[config.mk]
export PLATFORM = sky130hd
export DESIGN_NAME = csi_lane_dly_cal
export DESIGN_NICKNAME = d
export VERILOG_FILES = /design/src/rtl/csi_lane_dly_cal.sv
export SDC_FILE = /design/constraint.sdc
export NUM_CORES = 1
export LEC_CHECK = 0
export ABC_CLOCK_PERIOD_IN_PS = 3800
export CAP_MARGIN = 15
export CORE_MARGIN = 3
export CORE_UTILIZATION = 40
export DETAILED_ROUTE_END_ITERATION = 16
export PLACE_DENSITY = 0.61
export SYNTH_ARGS = -nofsm -noshare
export SYNTH_HDL_FRONTEND = slang
export SYNTH_SLANG_ARGS = --single-unit
[constraint.sdc]
create_clock -name clk -period 3.8 [get_ports clk]
set_clock_uncertainty 0.2 [all_clocks]
set_input_delay 0.57 -clock clk [delete_from_list [all_inputs] [get_ports clk]]
set_output_delay 0.57 -clock clk [all_outputs]
set_load 0.005 [all_outputs]
[src/rtl/csi_lane_dly_cal.sv]
// csi_lane_dly_cal: per-lane IDELAY tap calibration for the CSI-2 D-PHY RX lanes.
// Sweeps taps 0..31 on one lane at a time, scores each tap from lane_ok hits and
// loads the centre of the widest passing window. A lane with no usable eye falls
// back to its DSKEW value and is flagged in lane_fail.
// Build option: define CSI_DLY_CAL_BYPASS_EN to drop the sweep and simply load
// DSKEW on every lane after start.

package top_pkg;
  localparam int NUM_LANE = 2;
  typedef logic [NUM_LANE-1:0][4:0] lane_dly_t;
  typedef logic [NUM_LANE-1:0]      lane_vld_t;
  localparam lane_dly_t DSKEW = {5'd3, 5'd3};
endpackage

module csi_lane_dly_cal
  import top_pkg::*;
#(
  parameter int SETTLE_CYC = 16,
  parameter int WINDOW     = 256,
  parameter int MIN_HITS   = 4,
  parameter int MIN_EYE    = 3
) (
  input  logic                clk,
  input  logic                rst,
  input  logic                start,
  input  logic [NUM_LANE-1:0] lane_ok,
  output lane_dly_t           dly,
  output lane_vld_t           dly_ld,
  output logic                busy,
  output logic                done,
  output logic [NUM_LANE-1:0] lane_fail
);

`ifdef CSI_DLY_CAL_BYPASS_EN

  typedef enum logic [1:0] {S_IDLE, S_BUSY, S_LOAD, S_DONE} state_t;

  state_t    state_q, state_d;
  lane_dly_t dly_q, dly_d;
  lane_vld_t dly_ld_q, dly_ld_d;
  logic      busy_q, busy_d;
  logic      done_q, done_d;
  logic      unused_ok;

  assign unused_ok = ^lane_ok;

  // Fixed three-step sequence: busy, then load DSKEW everywhere, then done.
  always_comb begin
    state_d  = state_q;
    dly_d    = dly_q;
    dly_ld_d = '0;
    busy_d   = busy_q;
    done_d   = done_q;
    case (state_q)
      S_IDLE, S_DONE: begin
        if (start) begin
          busy_d  = 1'b1;
          done_d  = 1'b0;
          state_d = S_BUSY;
        end
      end
      S_BUSY: begin
        busy_d   = 1'b0;
        dly_d    = DSKEW;
        dly_ld_d = '1;
        state_d  = S_LOAD;
      end
      S_LOAD: begin
        done_d  = 1'b1;
        state_d = S_DONE;
      end
      default: state_d = S_IDLE;
    endcase
  end

  // State and registered outputs.
  always_ff @(posedge clk or posedge rst) begin
    if (rst) begin
      state_q  <= S_IDLE;
      dly_q    <= DSKEW;
      dly_ld_q <= '0;
      busy_q   <= 1'b0;
      done_q   <= 1'b0;
    end else begin
      state_q  <= state_d;
      dly_q    <= dly_d;
      dly_ld_q <= dly_ld_d;
      busy_q   <= busy_d;
      done_q   <= done_d;
    end
  end

  assign dly       = dly_q;
  assign dly_ld    = dly_ld_q;
  assign busy      = busy_q;
  assign done      = done_q;
  assign lane_fail = '0;

`else

  localparam int LW   = (NUM_LANE > 1) ? $clog2(NUM_LANE) : 1;
  localparam int CMAX = (SETTLE_CYC > WINDOW) ? SETTLE_CYC : WINDOW;
  localparam int CW   = $clog2(CMAX + 1);
  localparam int HW   = $clog2(MIN_HITS + 1);

  typedef enum logic [2:0] {
    S_IDLE, S_SET, S_SETTLE, S_SAMPLE, S_EVAL, S_FINAL, S_DONE
  } state_t;

  state_t              state_q, state_d;
  logic [LW-1:0]       lane_q, lane_d;
  logic [4:0]          tap_q, tap_d;
  logic [CW-1:0]       cnt_q, cnt_d;
  logic [HW-1:0]       hits_q, hits_d;
  logic [4:0]          cur_start_q, cur_start_d;
  logic [5:0]          cur_len_q, cur_len_d;
  logic [4:0]          best_start_q, best_start_d;
  logic [5:0]          best_len_q, best_len_d;
  lane_dly_t           dly_q, dly_d;
  lane_vld_t           dly_ld_q, dly_ld_d;
  logic                busy_q, busy_d;
  logic                done_q, done_d;
  logic [NUM_LANE-1:0] lane_fail_q, lane_fail_d;

  logic       tap_pass;
  logic [5:0] run_len;
  logic [4:0] run_start;
  logic [4:0] half_len;
  logic [4:0] centre;

  // Tap scoring and run tracking helpers; a run can never extend past tap 31,
  // so the centre always fits in 5 bits.
  assign tap_pass  = (hits_q == HW'(MIN_HITS));
  assign run_len   = cur_len_q + 6'd1;
  assign run_start = (cur_len_q == 6'd0) ? tap_q : cur_start_q;
  assign half_len  = 5'((best_len_q - 6'd1) >> 1);
  assign centre    = best_start_q + half_len;

  // Next-state and next-output logic for the sweep controller.
  always_comb begin
    state_d      = state_q;
    lane_d       = lane_q;
    tap_d        = tap_q;
    cnt_d        = cnt_q;
    hits_d       = hits_q;
    cur_start_d  = cur_start_q;
    cur_len_d    = cur_len_q;
    best_start_d = best_start_q;
    best_len_d   = best_len_q;
    dly_d        = dly_q;
    dly_ld_d     = '0;
    busy_d       = busy_q;
    done_d       = done_q;
    lane_fail_d  = lane_fail_q;
    case (state_q)
      S_IDLE, S_DONE: begin
        if (start) begin
          done_d       = 1'b0;
          lane_fail_d  = '0;
          busy_d       = 1'b1;
          lane_d       = '0;
          tap_d        = 5'd0;
          cur_start_d  = 5'd0;
          cur_len_d    = 6'd0;
          best_start_d = 5'd0;
          best_len_d   = 6'd0;
          state_d      = S_SET;
        end
      end
      S_SET: begin
        dly_d[lane_q]    = tap_q;
        dly_ld_d[lane_q] = 1'b1;
        cnt_d            = '0;
        hits_d           = '0;
        state_d          = S_SETTLE;
      end
      S_SETTLE: begin
        if (cnt_q == CW'(SETTLE_CYC - 1)) begin
          cnt_d   = '0;
          state_d = S_SAMPLE;
        end else begin
          cnt_d = cnt_q + CW'(1);
        end
      end
      S_SAMPLE: begin
        if (lane_ok[lane_q] && (hits_q != HW'(MIN_HITS))) begin
          hits_d = hits_q + HW'(1);
        end
        if (cnt_q == CW'(WINDOW - 1)) begin
          cnt_d   = '0;
          state_d = S_EVAL;
        end else begin
          cnt_d = cnt_q + CW'(1);
        end
      end
      S_EVAL: begin
        if (tap_pass) begin
          cur_start_d = run_start;
          cur_len_d   = run_len;
          if (run_len > best_len_q) begin
            best_start_d = run_start;
            best_len_d   = run_len;
          end
        end else begin
          cur_len_d = 6'd0;
        end
        if (tap_q == 5'd31) begin
          state_d = S_FINAL;
        end else begin
          tap_d   = tap_q + 5'd1;
          state_d = S_SET;
        end
      end
      S_FINAL: begin
        if (best_len_q >= 6'(MIN_EYE)) begin
          dly_d[lane_q] = centre;
        end else begin
          dly_d[lane_q]       = DSKEW[lane_q];
          lane_fail_d[lane_q] = 1'b1;
        end
        dly_ld_d[lane_q] = 1'b1;
        if (lane_q == LW'(NUM_LANE - 1)) begin
          busy_d  = 1'b0;
          done_d  = 1'b1;
          state_d = S_DONE;
        end else begin
          lane_d       = lane_q + LW'(1);
          tap_d        = 5'd0;
          cur_start_d  = 5'd0;
          cur_len_d    = 6'd0;
          best_start_d = 5'd0;
          best_len_d   = 6'd0;
          state_d      = S_SET;
        end
      end
      default: state_d = S_IDLE;
    endcase
  end

  // State, trackers and registered outputs.
  always_ff @(posedge clk or posedge rst) begin
    if (rst) begin
      state_q      <= S_IDLE;
      lane_q       <= '0;
      tap_q        <= 5'd0;
      cnt_q        <= '0;
      hits_q       <= '0;
      cur_start_q  <= 5'd0;
      cur_len_q    <= 6'd0;
      best_start_q <= 5'd0;
      best_len_q   <= 6'd0;
      dly_q        <= DSKEW;
      dly_ld_q     <= '0;
      busy_q       <= 1'b0;
      done_q       <= 1'b0;
      lane_fail_q  <= '0;
    end else begin
      state_q      <= state_d;
      lane_q       <= lane_d;
      tap_q        <= tap_d;
      cnt_q        <= cnt_d;
      hits_q       <= hits_d;
      cur_start_q  <= cur_start_d;
      cur_len_q    <= cur_len_d;
      best_start_q <= best_start_d;
      best_len_q   <= best_len_d;
      dly_q        <= dly_d;
      dly_ld_q     <= dly_ld_d;
      busy_q       <= busy_d;
      done_q       <= done_d;
      lane_fail_q  <= lane_fail_d;
    end
  end

  assign dly       = dly_q;
  assign dly_ld    = dly_ld_q;
  assign busy      = busy_q;
  assign done      = done_q;
  assign lane_fail = lane_fail_q;

`endif

endmodule

==> results of run 1 <==
## final cells by class
type	count	area, um^2
fillers	716	4060
well taps	102	128
inverters	30	113
repair buffers	23	223
clock buffers	9	124
clock inverters	7	101
flip-flops and latches	59	1480
multi-input cells	248	1700
## power by group through the flow
stage	sequential [mW]	combinational [mW]	clock, mW
3_3_place_gp	0.640	0.0189	0
6_report	0.628	0.0176	0.638
2_1_floorplan	0.640	0.00948	0
5_1_grt	0.627	0.0211	0.693
3_5_place_dp	0.640	0.0190	0
4_1_cts	0.628	0.0191	0.657
## routing by layer
metal | vias to the layer above | GRT usage, %
li1 | 1293 | -
met1 | 1234 | 21.5
met2 | 36 | 24.0
met3 | 13 | 2.80
met4 | 0 | 6.28
met5 | - | 0
## metrics by stage
step	hold WS, ps	total power, mW	setup slack, ps	std cells
after floorplan	255	0.649	1100	347
after global placement	263	0.659	819	462
after detailed placement	271	0.659	723	462
after CTS	287	1.30	709	478
after global routing	305	1.34	469	478
final	280	1.28	732	478
## cell families after synthesis
logic type / synth area share (%)
buffers and inverters: 4.86
adder cells (fa/ha/maj): 9.12
AO/OA/AOI/OAI: 20.3
flip-flops: 44.3
multiplexers: 3.66
XOR/XNOR: 3.14
AND/OR/NAND/NOR: 14.7
## cell usage in the layout (no fill, tap or decap), types with 2 or more instances in the layout
cell and instances:
sky130_fd_sc_hd__a21o_1 6, sky130_fd_sc_hd__a21oi_1 21, sky130_fd_sc_hd__a22o_1 5, sky130_fd_sc_hd__a22o_2 2, sky130_fd_sc_hd__a22oi_1 3, sky130_fd_sc_hd__a31oi_1 5
sky130_fd_sc_hd__a32o_1 2, sky130_fd_sc_hd__and3_1 7, sky130_fd_sc_hd__buf_4 3, sky130_fd_sc_hd__bufinv_16 2, sky130_fd_sc_hd__clkbuf_8 9, sky130_fd_sc_hd__clkdlybuf4s50_1 20
sky130_fd_sc_hd__clkinv_4 2, sky130_fd_sc_hd__clkinvlp_4 2, sky130_fd_sc_hd__dfrtp_1 55, sky130_fd_sc_hd__dfstp_2 4, sky130_fd_sc_hd__ha_1 22, sky130_fd_sc_hd__inv_1 29
sky130_fd_sc_hd__mux2_2 2, sky130_fd_sc_hd__mux2i_1 10, sky130_fd_sc_hd__nand2_1 30, sky130_fd_sc_hd__nand2b_1 2, sky130_fd_sc_hd__nand3_1 19, sky130_fd_sc_hd__nor2_1 12
sky130_fd_sc_hd__nor2b_1 8, sky130_fd_sc_hd__nor3_1 8, sky130_fd_sc_hd__nor3b_1 2, sky130_fd_sc_hd__o21ai_0 32, sky130_fd_sc_hd__o2bb2ai_1 14, sky130_fd_sc_hd__o31ai_1 4
sky130_fd_sc_hd__or2b_1 2, sky130_fd_sc_hd__xnor2_1 7, sky130_fd_sc_hd__xor2_1 5
## final timing paths
check | startpoint | to | slack [ps] | cells after the start
max reg2reg | cur_len_q[0] | best_len_q[1] | 730 | 10
min reg2reg | dly[2] | dly[2] | 280 | 2
min in group asynchronous | rst | best_len_q[4] | 570 | 3
max | cur_len_q[0] | best_len_q[1] | 730 | 10
max in group asynchronous | rst | dly[7] | 2360 | 3
min | dly[2] | dly[2] | 280 | 2
## worst reg2reg max path, cell delays in order, from the launching register on
cell and delay [ps]:
sky130_fd_sc_hd__dfrtp_1 460, sky130_fd_sc_hd__and3_1 220, sky130_fd_sc_hd__nand3_1 90, sky130_fd_sc_hd__xor2_1 230
sky130_fd_sc_hd__inv_1 70, sky130_fd_sc_hd__ha_1 300, sky130_fd_sc_hd__and4_1 230, sky130_fd_sc_hd__a31o_2 240
sky130_fd_sc_hd__a31oi_1 270, sky130_fd_sc_hd__o21bai_1 330, sky130_fd_sc_hd__a32o_1 310
## registers in the layout, indices dropped and copies added (netlist names), 2 cells and up
signal and cells:
best_len_q 6, dly_ld 2, best_start_q 5, hits_q 3, cur_start_q 5, dly 10, cnt_q 9, state_q 3
cur_len_q 6, lane_fail 2, tap_q 5
==> impl_metrics.prom, run 1 <==
# TYPE chip_impl_metric gauge
chip_impl_metric{name="share_of_final_layout_standard_cells_stronger_than_drive_strength_1",unit="%"} 9.57
chip_impl_metric{name="worstPathArrival",unit="ps"} 3090
chip_impl_metric{name="drt_iter0_drc",unit=""} 88
chip_impl_metric{name="grt_antenna_before_repair",unit=""} 0
chip_impl_metric{name="grt_pass1_vias",unit=""} 2505
chip_impl_metric{name="die_width",unit="um"} 97.5
chip_impl_metric{name="die_area",unit="um^2"} 9500
chip_impl_metric{name="std_cell_rows",unit=""} 32
chip_impl_metric{name="detail_route.wirelength",unit="um"} 6940
chip_impl_metric{name="yosys_warnings",unit=""} 0
chip_impl_metric{name="worst_path_largest_cell_delay",unit="ps"} 460
chip_impl_metric{name="synthToLayoutAreaGrowth",unit="%"} 15.7
chip_impl_metric{name="synthesis.instances",unit=""} 347
chip_impl_metric{name="synth_fp_nets",unit=""} 375
chip_impl_metric{name="swShare",unit="%"} 21.7
chip_impl_info{name="worstPathCellList",value="and3_1, nand3_1, xor2_1, inv_1, ha_1, and4_1, a31o_2, a31oi_1, o21bai_1, a32o_1"} 1
chip_impl_metric{name="detailed_place.area",unit="um^2"} 3650
chip_impl_metric{name="io-pin-count",unit=""} 21
chip_impl_metric{name="finish.instance_area",unit="um^2"} 3870
chip_impl_metric{name="core-area",unit="um^2"} 7930
chip_impl_metric{name="timing.final.max_slew_violations",unit=""} 0
chip_impl_metric{name="buffer_ports.inserted",unit=""} 20
chip_impl_info{name="worstHoldPathType",value="reg -> reg"} 1
chip_impl_metric{name="max_cap_viol_count",unit=""} 0
chip_impl_metric{name="detailed_place_hpwl",unit="um"} 5050
chip_impl_metric{name="via_per_inst",unit=""} 5.39
chip_impl_metric{name="period_share",unit="%"} 80.7
chip_impl_metric{name="drtPass1Iterations",unit=""} 4
chip_impl_info{name="status",value="completed"} 1
chip_impl_metric{name="power_per_cell_area",unit="nW/um^2"} 332
chip_impl_metric{name="grt_start_max_net_pins",unit=""} 60
chip_impl_metric{name="critical_path_buf_inv_count",unit=""} 1
chip_impl_metric{name="timing.final.setup_violations",unit=""} 0
chip_impl_metric{name="yosys.area.top_type_share",unit="%"} 41.1
chip_impl_metric{name="overflow",unit=""} 0
chip_impl_metric{name="synth_area_per_cell",unit="um^2"} 9.65
chip_impl_info{name="slowest_stage",value="sky130_fd_sc_hd__dfrtp_1"} 1
chip_impl_metric{name="worst_setup_hold_path_clk_slew",unit="ps"} 70
chip_impl_info{name="timing_worst_setup_path_type",value="reg -> reg"} 1
chip_impl_metric{name="p_sw",unit="uW"} 278
chip_impl_metric{name="wl_per_cell",unit="um"} 14.5
chip_impl_metric{name="period_needed",unit="ps"} 3070
chip_impl_metric{name="cts.sink_count",unit=""} 59
chip_impl_info{name="clock_tree.root_cell",value="sky130_fd_sc_hd__clkbuf_8"} 1
chip_impl_metric{name="worst-path-max-fanout",unit=""} 11
chip_impl_metric{name="htreeDepth",unit=""} 3
chip_impl_metric{name="synthesis.area",unit="um^2"} 3350
chip_impl_info{name="cts_tree",value="yes"} 1
chip_impl_info{name="postSynth.topFlopCell",value="sky130_fd_sc_hd__dfrtp_1"} 1
chip_impl_metric{name="wl_met3",unit="um"} 207
chip_impl_metric{name="postSynthRegisterBits",unit=""} 59
chip_impl_metric{name="synth.distinct_cells",unit=""} 49
chip_impl_metric{name="post_cts_setup_bufs",unit=""} 0
chip_impl_metric{name="inserted_clock_buffers",unit=""} 9
chip_impl_metric{name="start_util",unit="%"} 42.2
chip_impl_metric{name="max-clock-path-buffers",unit=""} 2
chip_impl_metric{name="layout.core_utilization",unit="%"} 48.8
chip_impl_metric{name="power.combinational.fraction",unit="%"} 1.4
chip_impl_info{name="routed.top_layer",value="met4"} 1
chip_impl_metric{name="final_net_count",unit=""} 399
chip_impl_metric{name="pwr-share-seq",unit="%"} 48.9
chip_impl_metric{name="worst_slew_margin_rel",unit="%"} 44.6
chip_impl_metric{name="dr_total_vias",unit=""} 2576
chip_impl_metric{name="fmax",unit="MHz"} 326
chip_impl_info{name="grt_setup_unrepaired",value="no"} 1
chip_impl_metric{name="die_height",unit="um"} 97.5
chip_impl_info{name="post-synth-top-count-cell",value="sky130_fd_sc_hd__dfrtp_1"} 1
chip_impl_metric{name="post_cts_resize_count",unit=""} 0
chip_impl_info{name="synth_top_cell_by_area",value="sky130_fd_sc_hd__dfrtp_1"} 1
chip_impl_info{name="endpoint_kind",value="flop"} 1
chip_impl_metric{name="vdd.ir_drop.worst",unit="mV"} 0.206
chip_impl_metric{name="antenna_cells",unit=""} 0
chip_impl_metric{name="p_leak",unit="nW"} 1.75
chip_impl_metric{name="placer_congestion",unit=""} 0.828
chip_impl_info{name="synth_top_cells_by_count",value="55 x sky130_fd_sc_hd__dfrtp_1, 32 x sky130_fd_sc_hd__o21ai_0, 30 x sky130_fd_sc_hd__inv_1, 30 x sky130_fd_sc_hd__nand2_1, 22 x sky130_fd_sc_hd__ha_1"} 1
chip_impl_metric{name="ctsHoldBuffers",unit=""} 0
chip_impl_info{name="post_synth_main_area_contributors",value="sky130_fd_sc_hd__dfrtp_1 41%, sky130_fd_sc_hd__ha_1 8.2%, sky130_fd_sc_hd__o21ai_0 4.8%, sky130_fd_sc_hd__o2bb2ai_1 3.7%, sky130_fd_sc_hd__inv_1 3.4%"} 1
chip_impl_metric{name="worst_skew_pair.late_latency",unit="ps"} 340
chip_impl_metric{name="count_of_flip_flops_with_a_built_in_enable_after_synthesis",unit=""} 0
chip_impl_metric{name="drt.antenna.violating_nets",unit=""} 0
chip_impl_metric{name="clockPowerShare",unit="%"} 49.7
chip_impl_metric{name="ys_seq_area_share",unit="%"} 44.3
chip_impl_info{name="cpLargestDelayFamily",value="compound AO/OA/AOI/OAI gates"} 1
chip_impl_metric{name="intPower",unit="mW"} 1.01
chip_impl_metric{name="hold_viol",unit=""} 0
chip_impl_metric{name="track_usage",unit="%"} 15.5
chip_impl_metric{name="routedLengthMet1",unit="um"} 3470
chip_impl_metric{name="max_slew.worst_pin.slew",unit="ps"} 824
chip_impl_info{name="start_kind",value="flop"} 1
chip_impl_metric{name="drcViolationCount",unit=""} 0
chip_impl_metric{name="met2_wirelength",unit="um"} 3140
chip_impl_metric{name="async_reset_ff_share",unit="%"} 100
chip_impl_metric{name="grt_first_pass_wirelength",unit="um"} 12000
chip_impl_metric{name="critical_path_required",unit="ps"} 3820
chip_impl_metric{name="sum_of_negative_setup_slack",unit="ps"} 0
Note: power is estimated with default switching activity, not from simulation.
==> run 2: changes to the inputs <==
ABC_CLOCK_PERIOD_IN_PS = 2500   (was 3800)
PLACE_DENSITY = 0.63   (was 0.61)
clock period = 2.5 ns   (was 3.8 ns; I/O delays follow)
==> impl_metrics.prom, run 2 (synthesis gave the netlist of run 1 again) <==
# TYPE chip_impl_metric gauge
chip_impl_metric{name="drcViolationCount",unit=""} 0
chip_impl_metric{name="grt_antenna_before_repair",unit=""} 0
chip_impl_metric{name="worst_path_largest_cell_delay",unit="ps"} 460
chip_impl_metric{name="fin_total_pwr",unit="mW"} 1.86
chip_impl_metric{name="placer_congestion",unit=""} 0.831
chip_impl_metric{name="p_leak",unit="nW"} 2.01
chip_impl_metric{name="worst_skew_pair.late_latency",unit="ps"} 340
chip_impl_metric{name="period_share",unit="%"} 98.7
chip_impl_info{name="status",value="completed"} 1
chip_impl_metric{name="period_needed",unit="ps"} 2470
chip_impl_metric{name="die_height",unit="um"} 97.5
chip_impl_metric{name="worst_setup_hold_path_clk_slew",unit="ps"} 80
chip_impl_info{name="timing_worst_setup_path_type",value="reg -> reg"} 1
chip_impl_metric{name="drt.antenna.violating_nets",unit=""} 0
chip_impl_metric{name="max-clock-path-buffers",unit=""} 2
chip_impl_metric{name="die_area",unit="um^2"} 9500
chip_impl_metric{name="track_usage",unit="%"} 16.4
chip_impl_metric{name="dr_total_vias",unit=""} 2810
chip_impl_metric{name="wl_per_cell",unit="um"} 15.2
chip_impl_metric{name="htreeDepth",unit=""} 3
chip_impl_metric{name="synthToLayoutAreaGrowth",unit="%"} 33.8
chip_impl_info{name="cts_tree",value="yes"} 1
chip_impl_metric{name="via_per_inst",unit=""} 5.34
chip_impl_metric{name="fmax",unit="MHz"} 405
chip_impl_info{name="start_kind",value="flop"} 1
chip_impl_metric{name="buffer_ports.inserted",unit=""} 20
chip_impl_metric{name="grt_first_pass_wirelength",unit="um"} 12700
chip_impl_metric{name="detailed_place_hpwl",unit="um"} 5610
chip_impl_metric{name="die_width",unit="um"} 97.5
chip_impl_metric{name="critical_path_required",unit="ps"} 2520
chip_impl_metric{name="worst-path-max-fanout",unit=""} 8
chip_impl_info{name="endpoint_kind",value="flop"} 1
chip_impl_metric{name="placed_cells",unit=""} 498
chip_impl_metric{name="std_cell_rows",unit=""} 32
chip_impl_metric{name="grt_start_max_net_pins",unit=""} 60
chip_impl_metric{name="cts.sink_count",unit=""} 59
chip_impl_metric{name="overflow",unit=""} 0
chip_impl_metric{name="max_cap_viol_count",unit=""} 0
chip_impl_metric{name="start_util",unit="%"} 42.2
chip_impl_metric{name="timing.final.max_slew_violations",unit=""} 0
chip_impl_metric{name="worst_slew_margin_rel",unit="%"} 63.5
chip_impl_info{name="layout_common_cells",value="54 x sky130_fd_sc_hd__dfrtp_1, 46 x sky130_fd_sc_hd__buf_4, 29 x sky130_fd_sc_hd__nand2_1"} 1
chip_impl_metric{name="inserted_clock_buffers",unit=""} 9
chip_impl_metric{name="vdd.ir_drop.worst",unit="mV"} 0.230
chip_impl_metric{name="detailed_place.area",unit="um^2"} 3960
chip_impl_info{name="grt_setup_unrepaired",value="yes"} 1
chip_impl_metric{name="final_net_count",unit=""} 447
chip_impl_info{name="layout.cells.most_common",value="sky130_fd_sc_hd__dfrtp_1"} 1
chip_impl_metric{name="io-pin-count",unit=""} 21
chip_impl_metric{name="drtPass1Iterations",unit=""} 4
chip_impl_metric{name="hold_viol",unit=""} 0
chip_impl_metric{name="antenna_cells",unit=""} 0
chip_impl_info{name="worstHoldPathType",value="in -> async"} 1
chip_impl_metric{name="detail_route.wirelength",unit="um"} 8010
chip_impl_metric{name="largest_reg_flops",unit=""} 10
chip_impl_metric{name="drt_iter0_drc",unit=""} 159
chip_impl_metric{name="grt_pass1_vias",unit=""} 2622
chip_impl_metric{name="fill_cells",unit=""} 677
chip_impl_metric{name="power_per_cell_area",unit="nW/um^2"} 416
chip_impl_metric{name="worstPathArrival",unit="ps"} 2490
chip_impl_info{name="worstPathCellList",value="buf_4, nand3_4, xor2_2, inv_1, ha_4, and4_4, a31o_4, a31oi_4, o21bai_4, buf_6, o2bb2ai_4"} 1
chip_impl_info{name="clock_tree.root_cell",value="sky130_fd_sc_hd__clkbuf_8"} 1
chip_impl_info{name="slowest_stage",value="sky130_fd_sc_hd__dfrtp_2"} 1
chip_impl_metric{name="core-area",unit="um^2"} 7930
chip_impl_metric{name="ctsHoldBuffers",unit=""} 0
chip_impl_metric{name="timing.final.setup_violations",unit=""} 0
chip_impl_metric{name="share_of_final_layout_standard_cells_stronger_than_drive_strength_1",unit="%"} 28.8
chip_impl_metric{name="finish.instance_area",unit="um^2"} 4480
chip_impl_metric{name="fin_cells",unit=""} 526
chip_impl_metric{name="max_slew.worst_pin.slew",unit="ps"} 541
-- run 2: cell types whose count changed in the layout (fill, tap and decap cells not counted), moves of 4 or more --
cell	previous run	this run
sky130_fd_sc_hd__buf_4	3	46
sky130_fd_sc_hd__xor2_2	0	4
sky130_fd_sc_hd__o2bb2ai_1	14	7
sky130_fd_sc_hd__ha_1	22	14
sky130_fd_sc_hd__ha_2	0	5
sky130_fd_sc_hd__xor2_1	5	1
sky130_fd_sc_hd__buf_6	0	4
sky130_fd_sc_hd__o21ai_0	32	28
sky130_fd_sc_hd__o2bb2ai_2	0	6
-- run 2: critical path: cells and delay by family (launching register included) --
kind | cells | cell delay [ps]
AO/OA/AOI/OAI | 4 | 620
XOR/XNOR | 1 | 160
adder cells (fa/ha/maj) | 1 | 220
buffers and inverters | 3 | 410
flip-flops | 1 | 460
AND/OR/NAND/NOR | 2 | 270
-- run 2: final cells by class --
class	count	area (um^2)	share of cell area, %
Clock buffer	9	124	2.77
Clock inverter	7	76.3	1.70
Inverter	30	113	2.51
Multi-Input combinational cell	248	1950	43.4
Sequential cell	59	1480	33.1
Tap cell	102	128	2.85
Timing Repair Buffer	71	611	13.6
-- run 2: path summary, 6_finish.rpt --
kind / slack (ps) / from / cells after the start / to
hold reg to reg: 280 / dly[0] / 2 / dly[0]
min in group clk: 280 / dly[0] / 2 / dly[0]
setup / recovery: 30 / cur_len_q[2] / 11 / best_start_q[1]
setup reg to reg: 30 / cur_len_q[2] / 11 / best_start_q[1]
max in group asynchronous: 1590 / rst / 3 / dly[1]
hold / removal: 210 / rst / 3 / cur_start_q[2]
-- run 2: per-stage QoR --
stage / TNS (ps) / setup WS [ps] / util [%] / hold slack, ps
after detailed placement: -726 / -124 / 50.0 / 275
after global routing: -671 / -85.4 / 56.5 / 240
after CTS: 0 / 1.49 / 53.6 / 210
after global placement: -19.5 / -14.8 / 50.0 / 266
final: 0 / 32.8 / 56.5 / 209
after floorplan: -44.7 / -44.7 / - / 255
-- run 2: repair_timing --
item,CTS,global route
buffers inserted,5,7
endpoints found under the setup margin,15,22
pin swaps,3,16
resized for setup,14,35
-- run 2: metal layers --
layer	vias to the layer above	share of wire, %	track usage (%)
met3	10	3.1	3.30
met1	1356	47	22.6
li1	1388	-	-
met4	0	1.5	5.54
met2	56	49	25.6
met5	-	0	0
-- run 2: power by group --
group,switching [mW],total [mW],internal [mW],leakage (nW)
clock,0.414,0.878,0.464,0.0958
combinational,0.0205,0.0299,0.00931,1.26
sequential,0,0.954,0.954,0.653
total,0.434,1.86,1.43,2.01
==> run 3: changes to the inputs <==
CORE_MARGIN = 2   (was 3)
==> impl_metrics.prom, run 3 (synthesis gave the netlist of run 1 again) <==
# TYPE chip_impl_metric gauge
chip_impl_info{name="status",value="complete, but fails checks"} 1
chip_impl_info{name="failed_checks",value="setup timing"} 1
chip_impl_metric{name="fin_cells",unit=""} 518
chip_impl_metric{name="via_per_inst",unit=""} 5.31
chip_impl_metric{name="buffer_ports.inserted",unit=""} 20
chip_impl_info{name="routed.top_layer",value="met4"} 1
chip_impl_metric{name="grt_pass1_vias",unit=""} 2646
chip_impl_metric{name="swShare",unit="%"} 22.4
chip_impl_metric{name="die_area",unit="um^2"} 9120
chip_impl_metric{name="antenna_cells",unit=""} 0
chip_impl_info{name="grt_setup_unrepaired",value="yes"} 1
chip_impl_info{name="layout_common_cells",value="53 x sky130_fd_sc_hd__dfrtp_1, 36 x sky130_fd_sc_hd__buf_4, 29 x sky130_fd_sc_hd__nand2_1, 29 x sky130_fd_sc_hd__o21ai_0, 27 x sky130_fd_sc_hd__inv_1"} 1
chip_impl_metric{name="max_cap_viol_count",unit=""} 0
chip_impl_info{name="slowest_stage",value="sky130_fd_sc_hd__dfrtp_1"} 1
chip_impl_metric{name="power_per_cell_area",unit="nW/um^2"} 453
chip_impl_metric{name="fmax",unit="MHz"} 396
chip_impl_metric{name="p_leak",unit="nW"} 1.97
chip_impl_metric{name="final_net_count",unit=""} 436
chip_impl_metric{name="track_usage",unit="%"} 18.4
chip_impl_metric{name="fin_total_pwr",unit="mW"} 1.98
chip_impl_metric{name="period_share",unit="%"} 101
chip_impl_metric{name="grt_first_pass_wirelength",unit="um"} 12900
chip_impl_metric{name="synthToLayoutAreaGrowth",unit="%"} 30.2
chip_impl_metric{name="overflow",unit=""} 0
chip_impl_metric{name="die_width",unit="um"} 95.5
chip_impl_metric{name="drtPass1Iterations",unit=""} 4
chip_impl_metric{name="core-area",unit="um^2"} 8180
chip_impl_info{name="worstPathCellList",value="ha_2, nand3_2, xor2_2, inv_2, ha_4, and4_4, a31o_2, a31oi_4, o21bai_4, buf_6, o2bb2ai_1"} 1
chip_impl_metric{name="dr_total_vias",unit=""} 2752
chip_impl_metric{name="grt_antenna_before_repair",unit=""} 0
chip_impl_metric{name="largest_reg_flops",unit=""} 10
chip_impl_metric{name="placer_congestion",unit=""} 0.797
chip_impl_info{name="clock_tree.root_cell",value="sky130_fd_sc_hd__clkbuf_8"} 1
chip_impl_metric{name="worst_skew_pair.late_latency",unit="ps"} 340
chip_impl_metric{name="pwr-share-seq",unit="%"} 48.3
chip_impl_metric{name="p_sw",unit="uW"} 442
chip_impl_metric{name="hold_viol",unit=""} 0
chip_impl_metric{name="htreeDepth",unit=""} 3
chip_impl_metric{name="worst-path-max-fanout",unit=""} 5
chip_impl_metric{name="detail_route.wirelength",unit="um"} 7880
chip_impl_metric{name="drt_iter0_drc",unit=""} 81
chip_impl_metric{name="critical_path_buf_inv_count",unit=""} 2
chip_impl_metric{name="vdd.ir_drop.worst",unit="mV"} 0.332
chip_impl_metric{name="r2r_slack",unit="ps"} -30
chip_impl_metric{name="worst_path_largest_cell_delay",unit="ps"} 410
chip_impl_metric{name="max-clock-path-buffers",unit=""} 2
chip_impl_metric{name="power.combinational.fraction",unit="%"} 1.6
chip_impl_metric{name="timing.final.setup_violations",unit=""} 9
chip_impl_metric{name="io-pin-count",unit=""} 21
chip_impl_metric{name="intPower",unit="mW"} 1.53
chip_impl_metric{name="wl_met3",unit="um"} 182
chip_impl_metric{name="drt.antenna.violating_nets",unit=""} 0
chip_impl_metric{name="worstPathArrival",unit="ps"} 2550
chip_impl_metric{name="std_cell_rows",unit=""} 33
chip_impl_info{name="layout.cells.most_common",value="sky130_fd_sc_hd__dfrtp_1"} 1
chip_impl_metric{name="detailed_place_hpwl",unit="um"} 5760
chip_impl_metric{name="inserted_clock_buffers",unit=""} 9
chip_impl_info{name="worstHoldPathType",value="in -> async"} 1
chip_impl_metric{name="layout.core_utilization",unit="%"} 53.3
chip_impl_metric{name="cts.sink_count",unit=""} 59
chip_impl_metric{name="drcViolationCount",unit=""} 0
chip_impl_metric{name="placed_cells",unit=""} 497
chip_impl_info{name="cts_tree",value="yes"} 1
chip_impl_metric{name="worst_slew_margin_rel",unit="%"} 64.4
chip_impl_metric{name="met2_wirelength",unit="um"} 3870
chip_impl_metric{name="wl_per_cell",unit="um"} 15.2
chip_impl_metric{name="share_of_final_layout_standard_cells_stronger_than_drive_strength_1",unit="%"} 25.7
chip_impl_metric{name="grt_start_max_net_pins",unit=""} 34
chip_impl_info{name="endpoint_kind",value="flop"} 1
chip_impl_metric{name="timing.final.max_slew_violations",unit=""} 0
chip_impl_metric{name="period_needed",unit="ps"} 2530
chip_impl_metric{name="routedLengthMet1",unit="um"} 3760
chip_impl_metric{name="ctsHoldBuffers",unit=""} 0
chip_impl_metric{name="worst_setup_hold_path_clk_slew",unit="ps"} 70
chip_impl_info{name="timing_worst_setup_path_type",value="reg -> reg"} 1
chip_impl_metric{name="max_slew.worst_pin.slew",unit="ps"} 528
chip_impl_metric{name="post-route-worst-setup-slack",unit="ps"} -26.0
chip_impl_metric{name="die_height",unit="um"} 95.5
chip_impl_metric{name="start_util",unit="%"} 40.9
chip_impl_metric{name="clockPowerShare",unit="%"} 50.1
chip_impl_metric{name="critical_path_required",unit="ps"} 2530
chip_impl_info{name="start_kind",value="flop"} 1
chip_impl_info{name="cpLargestDelayFamily",value="compound AO/OA/AOI/OAI gates"} 1
[run 3: cell count changes in the layout (fill, tap and decap cells not counted), sizes merged]
cell and delta:
buf -11, bufinv +1, inv +1, clkinvlp -2
[run 3: metal layers]
layer  vias up  global-route usage [%]
li1       1362                       -
met1      1351                    24.9
met2        31                    29.5
met3         8                    4.27
met4         0                    5.48
met5         -                       0
[run 3: what timing repair did]
action                                  4_1_cts  5_1_grt
resized for setup                            12       28
cloned                                        1        0
pin swaps                                     4       18
endpoints found under the setup margin       12       24
buffers inserted                              2        2
[run 3: layout make-up]
type,count,area [um^2]
fillers,760,3820
multi-input cells,248,1880
well taps,105,131
clock inverters,7,100
clock buffers,9,124
repair buffers,60,524
inverters,30,113
flip-flops and latches,59,1480
[run 3: worst reg2reg max path, delay by kind of cell, from the launching register on]
family	cells	cell delay (ps)
buf+inv	2	210
compound gates	4	660
fa+ha+maj	2	430
xor+xnor	1	200
flops	1	410
simple gates	2	300
[run 3: final timing paths]
check / start / endpoint / cells past startpoint
max in group asynchronous: rst / dly[1] / 3
min in group clk: dly[0] / dly[0] / 2
min reg2reg: dly[0] / dly[0] / 2
max: cur_len_q[1] / best_len_q[0] / 11
max reg2reg: cur_len_q[1] / best_len_q[0] / 11
min: rst / hits_q[2] / 2
[run 3: through the flow]
stage          hold slack, ps  area [um^2]  setup slack (ps)  setup TNS, ps
5_1_grt                  76.6         4360              -139          -1290
6_report                 70.0         4360             -26.0           -143
2_1_floorplan             255         3380             -44.7          -44.7
3_5_place_dp              272         3930              -137           -965
4_1_cts                  61.3         4230             -48.6           -322
3_3_place_gp              264         3930             -30.2          -47.8
[run 3: power groups by stage]
stage                     combinational [mW]  clock (mW)  sequential (mW)
final                                 0.0310       0.990            0.954
after global routing                  0.0363        1.05            0.954
after CTS                             0.0334        1.01            0.954
after detailed placement              0.0331           0            0.972
after global placement                0.0331           0            0.972
after floorplan                       0.0144           0            0.973
